### src/rtl/alu_arb.sv
// Two-requester arbiter in front of one shared combinational ALU.
// Each accepted operation takes three cycles: IDLE (grant), EXEC (ALU evaluates the
// registered operands), RESP (result held until the owner accepts it).
// Optional feature: define ALU_ARB_RR_EN for round-robin arbitration; otherwise
// requester 0 has fixed priority.
module alu_arb #(
  parameter int unsigned XLEN = 32
) (
  input  logic            clk_i,
  input  logic            rst_n_i,
  // requester 0
  input  logic            req0_valid_i,
  output logic            req0_ready_o,
  input  logic [2:0]      req0_comp_sel_i,
  input  logic            req0_op_0_sel_i,
  input  logic [2:0]      req0_op_1_sel_i,
  input  logic [XLEN-1:0] req0_a_comp_i,
  input  logic [XLEN-1:0] req0_b_comp_i,
  input  logic [XLEN-1:0] req0_a_data_i,
  input  logic [XLEN-1:0] req0_b_data_i,
  output logic            rsp0_valid_o,
  input  logic            rsp0_ready_i,
  output logic            rsp0_comp_o,
  output logic [XLEN-1:0] rsp0_data_o,
  // requester 1
  input  logic            req1_valid_i,
  output logic            req1_ready_o,
  input  logic [2:0]      req1_comp_sel_i,
  input  logic            req1_op_0_sel_i,
  input  logic [2:0]      req1_op_1_sel_i,
  input  logic [XLEN-1:0] req1_a_comp_i,
  input  logic [XLEN-1:0] req1_b_comp_i,
  input  logic [XLEN-1:0] req1_a_data_i,
  input  logic [XLEN-1:0] req1_b_data_i,
  output logic            rsp1_valid_o,
  input  logic            rsp1_ready_i,
  output logic            rsp1_comp_o,
  output logic [XLEN-1:0] rsp1_data_o,
  // shared ALU
  output logic [2:0]      alu_comp_sel_o,
  output logic            alu_op_0_sel_o,
  output logic [2:0]      alu_op_1_sel_o,
  output logic [XLEN-1:0] alu_a_comp_o,
  output logic [XLEN-1:0] alu_b_comp_o,
  output logic [XLEN-1:0] alu_a_data_o,
  output logic [XLEN-1:0] alu_b_data_o,
  input  logic            alu_comp_i,
  input  logic [XLEN-1:0] alu_data_i
);

  typedef enum logic [1:0] {StIdle, StExec, StResp} state_e;

  state_e          state_q, state_d;
  logic            owner_q, owner_d;
  logic            gnt0, gnt1, handshake;
  logic            rsp_comp_q;
  logic [XLEN-1:0] rsp_data_q;

  logic [2:0]      comp_sel_q, op_1_sel_q;
  logic            op_0_sel_q;
  logic [XLEN-1:0] a_comp_q, b_comp_q, a_data_q, b_data_q;

`ifdef ALU_ARB_RR_EN
  // Index of the most recently granted requester.
  logic last_q;

  // Pointer starts at 1 so requester 0 wins the first contention.
  always_ff @(posedge clk_i) begin
    if (!rst_n_i) begin
      last_q <= 1'b1;
    end else if (handshake) begin
      last_q <= gnt1;
    end
  end
`endif

  // Grant only in IDLE and never while reset is asserted.
  always_comb begin
    gnt0 = 1'b0;
    gnt1 = 1'b0;
    if (rst_n_i && (state_q == StIdle)) begin
      if (req0_valid_i && req1_valid_i) begin
`ifdef ALU_ARB_RR_EN
        gnt0 = last_q;
        gnt1 = ~last_q;
`else
        gnt0 = 1'b1;
`endif
      end else begin
        gnt0 = req0_valid_i;
        gnt1 = req1_valid_i;
      end
    end
  end

  assign handshake    = gnt0 | gnt1;
  assign req0_ready_o = gnt0;
  assign req1_ready_o = gnt1;

  // Next-state logic: owner is latched on grant and released when it takes the result.
  always_comb begin
    state_d = state_q;
    owner_d = owner_q;
    unique case (state_q)
      StIdle: begin
        if (handshake) begin
          state_d = StExec;
          owner_d = gnt1;
        end
      end
      StExec: state_d = StResp;
      StResp: begin
        if (owner_q ? rsp1_ready_i : rsp0_ready_i) begin
          state_d = StIdle;
        end
      end
      default: state_d = StIdle;
    endcase
  end

  // FSM and owner registers.
  always_ff @(posedge clk_i) begin
    if (!rst_n_i) begin
      state_q <= StIdle;
      owner_q <= 1'b0;
    end else begin
      state_q <= state_d;
      owner_q <= owner_d;
    end
  end

  // Operand/select registers feeding the ALU; they hold between grants.
  always_ff @(posedge clk_i) begin
    if (!rst_n_i) begin
      comp_sel_q <= '0;
      op_0_sel_q <= 1'b0;
      op_1_sel_q <= '0;
      a_comp_q   <= '0;
      b_comp_q   <= '0;
      a_data_q   <= '0;
      b_data_q   <= '0;
    end else if (handshake) begin
      comp_sel_q <= gnt1 ? req1_comp_sel_i : req0_comp_sel_i;
      op_0_sel_q <= gnt1 ? req1_op_0_sel_i : req0_op_0_sel_i;
      op_1_sel_q <= gnt1 ? req1_op_1_sel_i : req0_op_1_sel_i;
      a_comp_q   <= gnt1 ? req1_a_comp_i   : req0_a_comp_i;
      b_comp_q   <= gnt1 ? req1_b_comp_i   : req0_b_comp_i;
      a_data_q   <= gnt1 ? req1_a_data_i   : req0_a_data_i;
      b_data_q   <= gnt1 ? req1_b_data_i   : req0_b_data_i;
    end
  end

  // Capture the ALU result one cycle after issue.
  always_ff @(posedge clk_i) begin
    if (!rst_n_i) begin
      rsp_comp_q <= 1'b0;
      rsp_data_q <= '0;
    end else if (state_q == StExec) begin
      rsp_comp_q <= alu_comp_i;
      rsp_data_q <= alu_data_i;
    end
  end

  assign alu_comp_sel_o = comp_sel_q;
  assign alu_op_0_sel_o = op_0_sel_q;
  assign alu_op_1_sel_o = op_1_sel_q;
  assign alu_a_comp_o   = a_comp_q;
  assign alu_b_comp_o   = b_comp_q;
  assign alu_a_data_o   = a_data_q;
  assign alu_b_data_o   = b_data_q;

  // Both requesters see the result registers; only valid is steered by owner.
  assign rsp0_valid_o = (state_q == StResp) && !owner_q;
  assign rsp1_valid_o = (state_q == StResp) &&  owner_q;
  assign rsp0_comp_o  = rsp_comp_q;
  assign rsp1_comp_o  = rsp_comp_q;
  assign rsp0_data_o  = rsp_data_q;
  assign rsp1_data_o  = rsp_data_q;

endmodule
### config.mk
export PLATFORM = sky130hd
export DESIGN_NAME = alu_arb
export DESIGN_NICKNAME = d
export VERILOG_FILES = /design/src/rtl/alu_arb.sv
export SDC_FILE = /design/constraint.sdc
export NUM_CORES = 1
export LEC_CHECK = 0
export ABC_AREA = 1
export CAP_MARGIN = 20
export CORE_AREA = 4 4 197 199
export DETAILED_ROUTE_END_ITERATION = 6
export DIE_AREA = 0 0 201 203
export GPL_ROUTABILITY_DRIVEN = 0
export PLACE_DENSITY = 0.61
export SLEW_MARGIN = 20
export SYNTH_ARGS = -nofsm -noshare
export SYNTH_HDL_FRONTEND = slang
export SYNTH_SLANG_ARGS = --single-unit
### constraint.sdc
create_clock -name clk_i -period 1.6 [get_ports clk_i]
set_clock_uncertainty 0.15 [all_clocks]
set_input_delay 0.32 -clock clk_i [delete_from_list [all_inputs] [get_ports clk_i]]
set_output_delay 0.32 -clock clk_i [all_outputs]
set_load 0.005 [all_outputs]
==> results of run 1 <==
-- logic make-up (layout without fill, tap and decap cells) --
family	count (synthesis)	after routing
flops	171	171
buf+inv	275	796
simple gates	1024	1024
compound gates	36	36
-- through the flow --
step | utilization | cell area (µm²)
3_3_place_gp | 0.401 | 14900
2_1_floorplan | - | 9220
5_1_grt | 0.437 | 16300
3_5_place_dp | 0.401 | 14900
4_1_cts | 0.427 | 15900
6_report | 0.437 | 16300
-- state kept, by name, indices dropped and copies added, names as in the netlist --
signal / count
state_q: 2
alu_comp_sel_o: 3
alu_a_data_o: 32
alu_b_data_o: 32
alu_b_comp_o: 32
alu_op_1_sel_o: 3
rsp0_comp_o: 1
owner_q: 1
alu_a_comp_o: 32
alu_op_0_sel_o: 1
rsp0_data_o: 32
-- metal layers --
metal  GRT usage  part of all wire  vias to the layer above
met3      0.0455             0.061                       44
li1            -                 -                     5491
met1       0.204              0.40                     4848
met4      0.0619             0.025                        0
met5           0                 0                        -
met2       0.310              0.51                      336
-- worst paths after layout --
| check | to | slack (ns) | startpoint |
|---|---|---|---|
| max | alu_b_comp_o[17] | -0.11 | state_q[0] |
| min | owner_q | 0.24 | rst_n_i |
| max reg2reg | alu_b_comp_o[17] | -0.11 | state_q[0] |
| min reg2reg | rsp0_data_o[9] | 0.34 | rsp0_data_o[9] |
-- report_power, final --
| group | internal, W | switching (W) |
|---|---|---|
| registers | 0.00471 | 0.000223 |
| clock network | 0.00223 | 0.00181 |
| logic | 0.00220 | 0.00168 |
| total | 0.00914 | 0.00371 |
-- repair_timing --
| action | in CTS | in global routing |
|---|---|---|
| gates cloned | 7 | 8 |
| endpoints found under the setup margin | 340 | 149 |
| pin swaps | 7 | 13 |
| setup buffers | 13 | 4 |
| resized for setup | 351 | 71 |
-- worst reg2reg max path, cell delays in order, from the launching register on --
cell and delay (ns):
dfxtp_2 0.32, nor2_2 0.11, buf_6 0.12, nand3_4 0.09
buf_6 0.14, buf_12 0.16, clkbuf_16 0.21, buf_4 0.13
nor2_1 0.07, nor2_1 0.05, nor2_1 0.09
-- layout make-up --
class	count	share of cell area
well taps	474	0.0364
flip-flops and latches	171	0.213
multi-input cells	1060	0.291
clock inverters	9	0.00561
clock buffers	23	0.0287
inverters	143	0.0330
repair buffers	621	0.392
-- cells in the final DEF (no fill, tap or decap), types with 7 or more instances in the layout --
| cell type | Yosys | layout |
|---|---|---|
| nor2_1 | 476 | 431 |
| nand2_1 | 410 | 400 |
| clkdlybuf4s50_1 | 0 | 307 |
| dlygate4sd2_1 | 0 | 191 |
| inv_1 | 143 | 140 |
| nand3b_1 | 135 | 135 |
| dfxtp_1 | 171 | 134 |
| nor2_2 | 0 | 40 |
| dfxtp_2 | 0 | 36 |
| o21ai_0 | 34 | 34 |
| buf_4 | 39 | 34 |
| buf_6 | 0 | 34 |
| clkbuf_16 | 0 | 25 |
| buf_12 | 0 | 20 |
| nand2_2 | 0 | 10 |
| buf_8 | 0 | 8 |
| buf_16 | 0 | 7 |
==> impl_metrics.tcl, run 1 <==
set metrics [dict create \
    synth-seq-cells 171 \
    hpwl_um 27300 \
    synth.most_common_cell "nor2_1" \
    synth_nets 1815 \
    via_per_inst 4.29 \
    area_growth_pct 76.7 \
    cts_sinks 171 \
    path_clk_slew_ns 0.07 \
    crit_top_cell "nor2_1" \
    insertion_delay_ns 0.43 \
    max_cap_viol_count 0 \
    setup_viol 135 \
    chipWidth_um 201 \
    slowest_delay_ns 0.32 \
    port_buffers 513 \
    worst_pin_slew_ns 0.784 \
    synth_area_um2 9210 \
    drv_slew 0 \
    drc 0 \
    boundaryPins 514 \
    row_count 71 \
    antenna_cells 0 \
    dp_slack_ns -0.594 \
    placed_cells 2439 \
    start_kind "flip-flop" \
    status "finished, violations left" \
    yosys.area.top_type "dfxtp_1" \
    hold-worst-slack_ns 0.239 \
    synthAdderAreaFrac 0 \
    vias 10719 \
    fmax_ghz 0.585 \
    synth.yosys.seq_area_share 0.372 \
    fin_nets 2323 \
    design.core.area_um2 37200 \
    ys_types 13 \
    synth_top_area_frac 0.372 \
    synthMuxAreaShare 0 \
    wl_um 37700 \
    leakagePower_nw 8.62 \
    period_share 1.07 \
    layout_setup_ws_ns -0.108 \
    critPathKind "flip-flop to flip-flop" \
    drt_pass1_iterations 5 \
    tns_ns -6.19 \
    grt_start_max_net_pins 72 \
    root_buffer "clkbuf_16" \
    antenna_found_initial 0 \
    slew-limit-headroom 0.478 \
    grt_pass1_wl_um 57500 \
    finalNonFillerCells 2501 \
    hold_viol 0 \
    slowest_stage "dfxtp_2" \
    initial_utilization 0.248 \
    seq_area_um2 3470 \
    multi_input_area_um2 4740 \
    synth_xor_area_frac 0 \
    max-vdd-ir-drop_v 0.000702 \
    numCtsBuffers 17 \
    syn-instance-count 1506 \
    wl_per_cell_um 15.1 \
    violations "setup timing" \
    grt_use_total 0.175 \
    ys_top_cells_by_count "476 x nor2_1, 410 x nand2_1, 171 x dfxtp_1, 143 x inv_1, 135 x nand3b_1" \
    clk_path_buf_depth 2 \
    cp_top_family "buffers and inverters" \
    synthArstFlopShare 0 \
    synth_warnings 0 \
    ant_nets 0 \
    dr.first_iter.drc_count 472 \
    cp.required_ns 1.82 \
    ys.flop_type "dfxtp_1" \
    critical_path_arrival_ns 1.93 \
    synth_area_leaders "dfxtp_1 37%, nor2_1 19%, nand2_1 17%, nand3b_1 11%, inv_1 5.8%" \
    synth_top_family_by_area "simple AND/OR/NAND/NOR gates" \
    synth_edf_count 0 \
    finalPower_w 0.0129 \
    cts_tree "yes" \
    worstHoldPathType "input port to flip-flop" \
    postSynthAreaPerCell_um2 6.12 \
    grt-ovfl-total 0 \
    synth_compound_area_frac 0.0202 \
    cp_num_buf_inv 5 \
    min_period_ns 1.71 \
    grt_pass1_vias 10472 \
    layout-drive-gt1-share 0.120 \
    crit_cells 10 \
    min_path_cells 5 \
    crit_fanout 12 \
    fp.dieH_um 203 \
    die_area_um2 40800 \
    ctsHoldBuffers 0 \
    p_per_area_nw_per_um2 789 \
    fillCellCount 3850 \
    cp-end-kind "flip-flop" \
    htreeDepth 4 \
    rsz0062_at_grt "yes" \
    path_cells "nor2_2 > buf_6 > nand3_4 > buf_6 > buf_12 > clkbuf_16 > buf_4 > nor2_1 > nor2_1 > nor2_1" \
    r2r_cells 10 \
    synth_simple_gate_area_frac 0.473 \
]
No activity file was read; power rests on OpenSTA's default activity.
==> run 2, diff against run 1 <==
Settings changed: CTS_BUF_LIST from default to sky130_fd_sc_hd__clkbuf_8 sky130_fd_sc_hd__clkbuf_16, TNS_END_PERCENT from default to 20.
==> run 2 against run 1 <==
  * The flow finishes with violations (DRC, setup timing)
  * Combinational power is 2% lower
  * Count of clock-buffer cells in the layout is 4 lower
  * Utilization down 0.75 points
  * First-iteration DRC count down 13%
  * Critical path depth unchanged
  * Wire length decreased by 1.2%
  * Total power shrank 0.91%
  * Critical endpoint is now alu_a_data_o[26]
  * Non-clock buffer count decreased by 10
  * Hold slack improved by 0.0012 ns
  * Die area unchanged
  * Sequential power about the same
==> impl_metrics.tcl, run 2 (synthesized netlist as in run 1, its figures left out) <==
set metrics [dict create \
    power.switching_w 0.00368 \
    chipWidth_um 201 \
    finalPower_w 0.0127 \
    cts_sinks 171 \
    row_count 71 \
    critPathKind "flip-flop to flip-flop" \
    status "finished, violations left" \
    ant_nets 0 \
    initial_utilization 0.248 \
    dp_slack_ns -0.594 \
    p_seq_frac 0.388 \
    layout-drive-gt1-share 0.109 \
    worst_pin_slew_ns 0.777 \
    r2r_end "alu_a_data_o[26]" \
    path_clk_slew_ns 0.06 \
    grt_use_total 0.167 \
    hold-worst-slack_ns 0.240 \
    fp.dieH_um 203 \
    p_comb_frac 0.297 \
    clk_path_buf_depth 2 \
    boundaryPins 514 \
    clkPwrFrac 0.316 \
    area_growth_pct 73.7 \
    worstHoldPathType "input port to flip-flop" \
    dr.first_iter.drc_count 409 \
    cp-end-kind "flip-flop" \
    setup_viol 138 \
    grt_start_max_net_pins 72 \
    antenna_cells 0 \
    drv_slew 0 \
    hold_viol 0 \
    fin_nets 2313 \
    max-vdd-ir-drop_v 0.000699 \
    cts_tree "yes" \
    fmax_ghz 0.591 \
    numCtsBuffers 17 \
    grt-ovfl-total 0 \
    leakagePower_nw 8.52 \
    drc 1 \
    min_period_ns 1.69 \
    hpwl_um 27300 \
    fillCellCount 3905 \
    critical_path_arrival_ns 1.87 \
    start_kind "flip-flop" \
    insertion_delay_ns 0.43 \
    min_path_cells 5 \
    min_to "owner_q" \
    slew-limit-headroom 0.482 \
    wl_um 37300 \
    grt_pass1_wl_um 55300 \
    swShare 0.289 \
    max_cap_viol_count 0 \
    ff2ff_setup_slack_ns -0.09 \
    via_per_inst 4.26 \
    die_area_um2 40800 \
    p_per_area_nw_per_um2 796 \
    layout_setup_ws_ns -0.0917 \
    final_common_cell "nor2_1" \
    r2r_cells 10 \
    root_buffer "clkbuf_16" \
    cp.required_ns 1.78 \
    vias 10608 \
    final_cell_mix "440 x nor2_1, 405 x nand2_1, 307 x clkdlybuf4s50_1" \
    p_int_w 0.00905 \
    wl_per_cell_um 15.0 \
    postLayoutCoreUtil 0.430 \
    min_from "rst_n_i" \
    ctsHoldBuffers 0 \
    grt_pass1_vias 10257 \
    port_buffers 513 \
    antenna_found_initial 0 \
    period_share 1.06 \
    violations "DRC, setup timing" \
    drt_pass1_iterations 7 \
    design.core.area_um2 37200 \
    rsz0062_at_grt "yes" \
    crit_fanout 6 \
    rr_startpoint "state_q[1]" \
    htreeDepth 4 \
]
[run 2: cell count changes in the layout (fill, tap and decap cells not counted), sizes merged]
cell and delta:
inv +4, clkbuf -1, buf -13
[run 2: worst max-delay path: stages, from the launching register on]
cell and delay [ns]:
dfxtp_2 0.32, nor2_2 0.11, buf_6 0.12, nand2_2 0.06, a21oi_4 0.13, buf_12 0.17, clkbuf_16 0.18, buf_4 0.12
nand2_1 0.06, nor2_2 0.11, nor2_1 0.05
[run 2: layout make-up]
| class | count | area [µm²] | share of cell area |
|---|---|---|---|
| timing repair buffer | 611 | 6150 | 0.384 |
| clock buffer | 19 | 453 | 0.0283 |
| clock inverter | 13 | 106 | 0.00665 |
| tap | 474 | 593 | 0.0371 |
| sequential | 171 | 3470 | 0.217 |
| inverter | 143 | 537 | 0.0335 |
| multi-input combinational | 1060 | 4690 | 0.293 |
[run 2: worst max path at each step]
stage,start,to,cells after the start
6_report,state_q[1],alu_a_data_o[26],10
5_1_grt,state_q[1],req1_ready_o,5
4_1_cts,state_q[1],alu_b_comp_o[19],10
3_5_place_dp,req1_valid_i,alu_a_data_o[17],10
3_3_place_gp,req1_valid_i,alu_b_comp_o[24],11
2_1_floorplan,rst_n_i,req0_ready_o,6
[run 2: power by group through the flow]
| stage | combinational, W | clock [W] | sequential, W |
|---|---|---|---|
| after floorplan | 0.00158 | 0 | 0.00502 |
| after global placement | 0.00382 | 0 | 0.00501 |
| after detailed placement | 0.00385 | 0 | 0.00503 |
| after CTS | 0.00358 | 0.00417 | 0.00493 |
| after global routing | 0.00417 | 0.00433 | 0.00499 |
| final | 0.00378 | 0.00402 | 0.00493 |
[run 2: metrics by stage]
step | cell area [µm²] | TNS [ns] | instances
floorplan | 9220 | 0 | 1506
global placement | 14900 | -68.31 | 2439
detailed placement | 14900 | -70.25 | 2439
CTS | 15400 | -20.70 | 2478
global route | 16000 | -19.20 | 2491
finish | 16000 | -6.48 | 2491
[run 2: routing by layer]
metal | track usage | part of all wire | wire [µm] | vias to the layer above
met2 | 0.297 | 0.51 | 19000 | 288
li1 | - | - | - | 5462
met4 | 0.0590 | 0.023 | 865 | 0
met5 | 0 | 0 | 0 | -
met1 | 0.193 | 0.41 | 15200 | 4815
met3 | 0.0463 | 0.057 | 2140 | 43
[run 2: repair_timing]
action	4_1_cts	5_1_grt
setup buffers	7	2
pin swaps	3	17
endpoints found under the setup margin	340	150
cloned	0	11
gates resized for setup	276	105
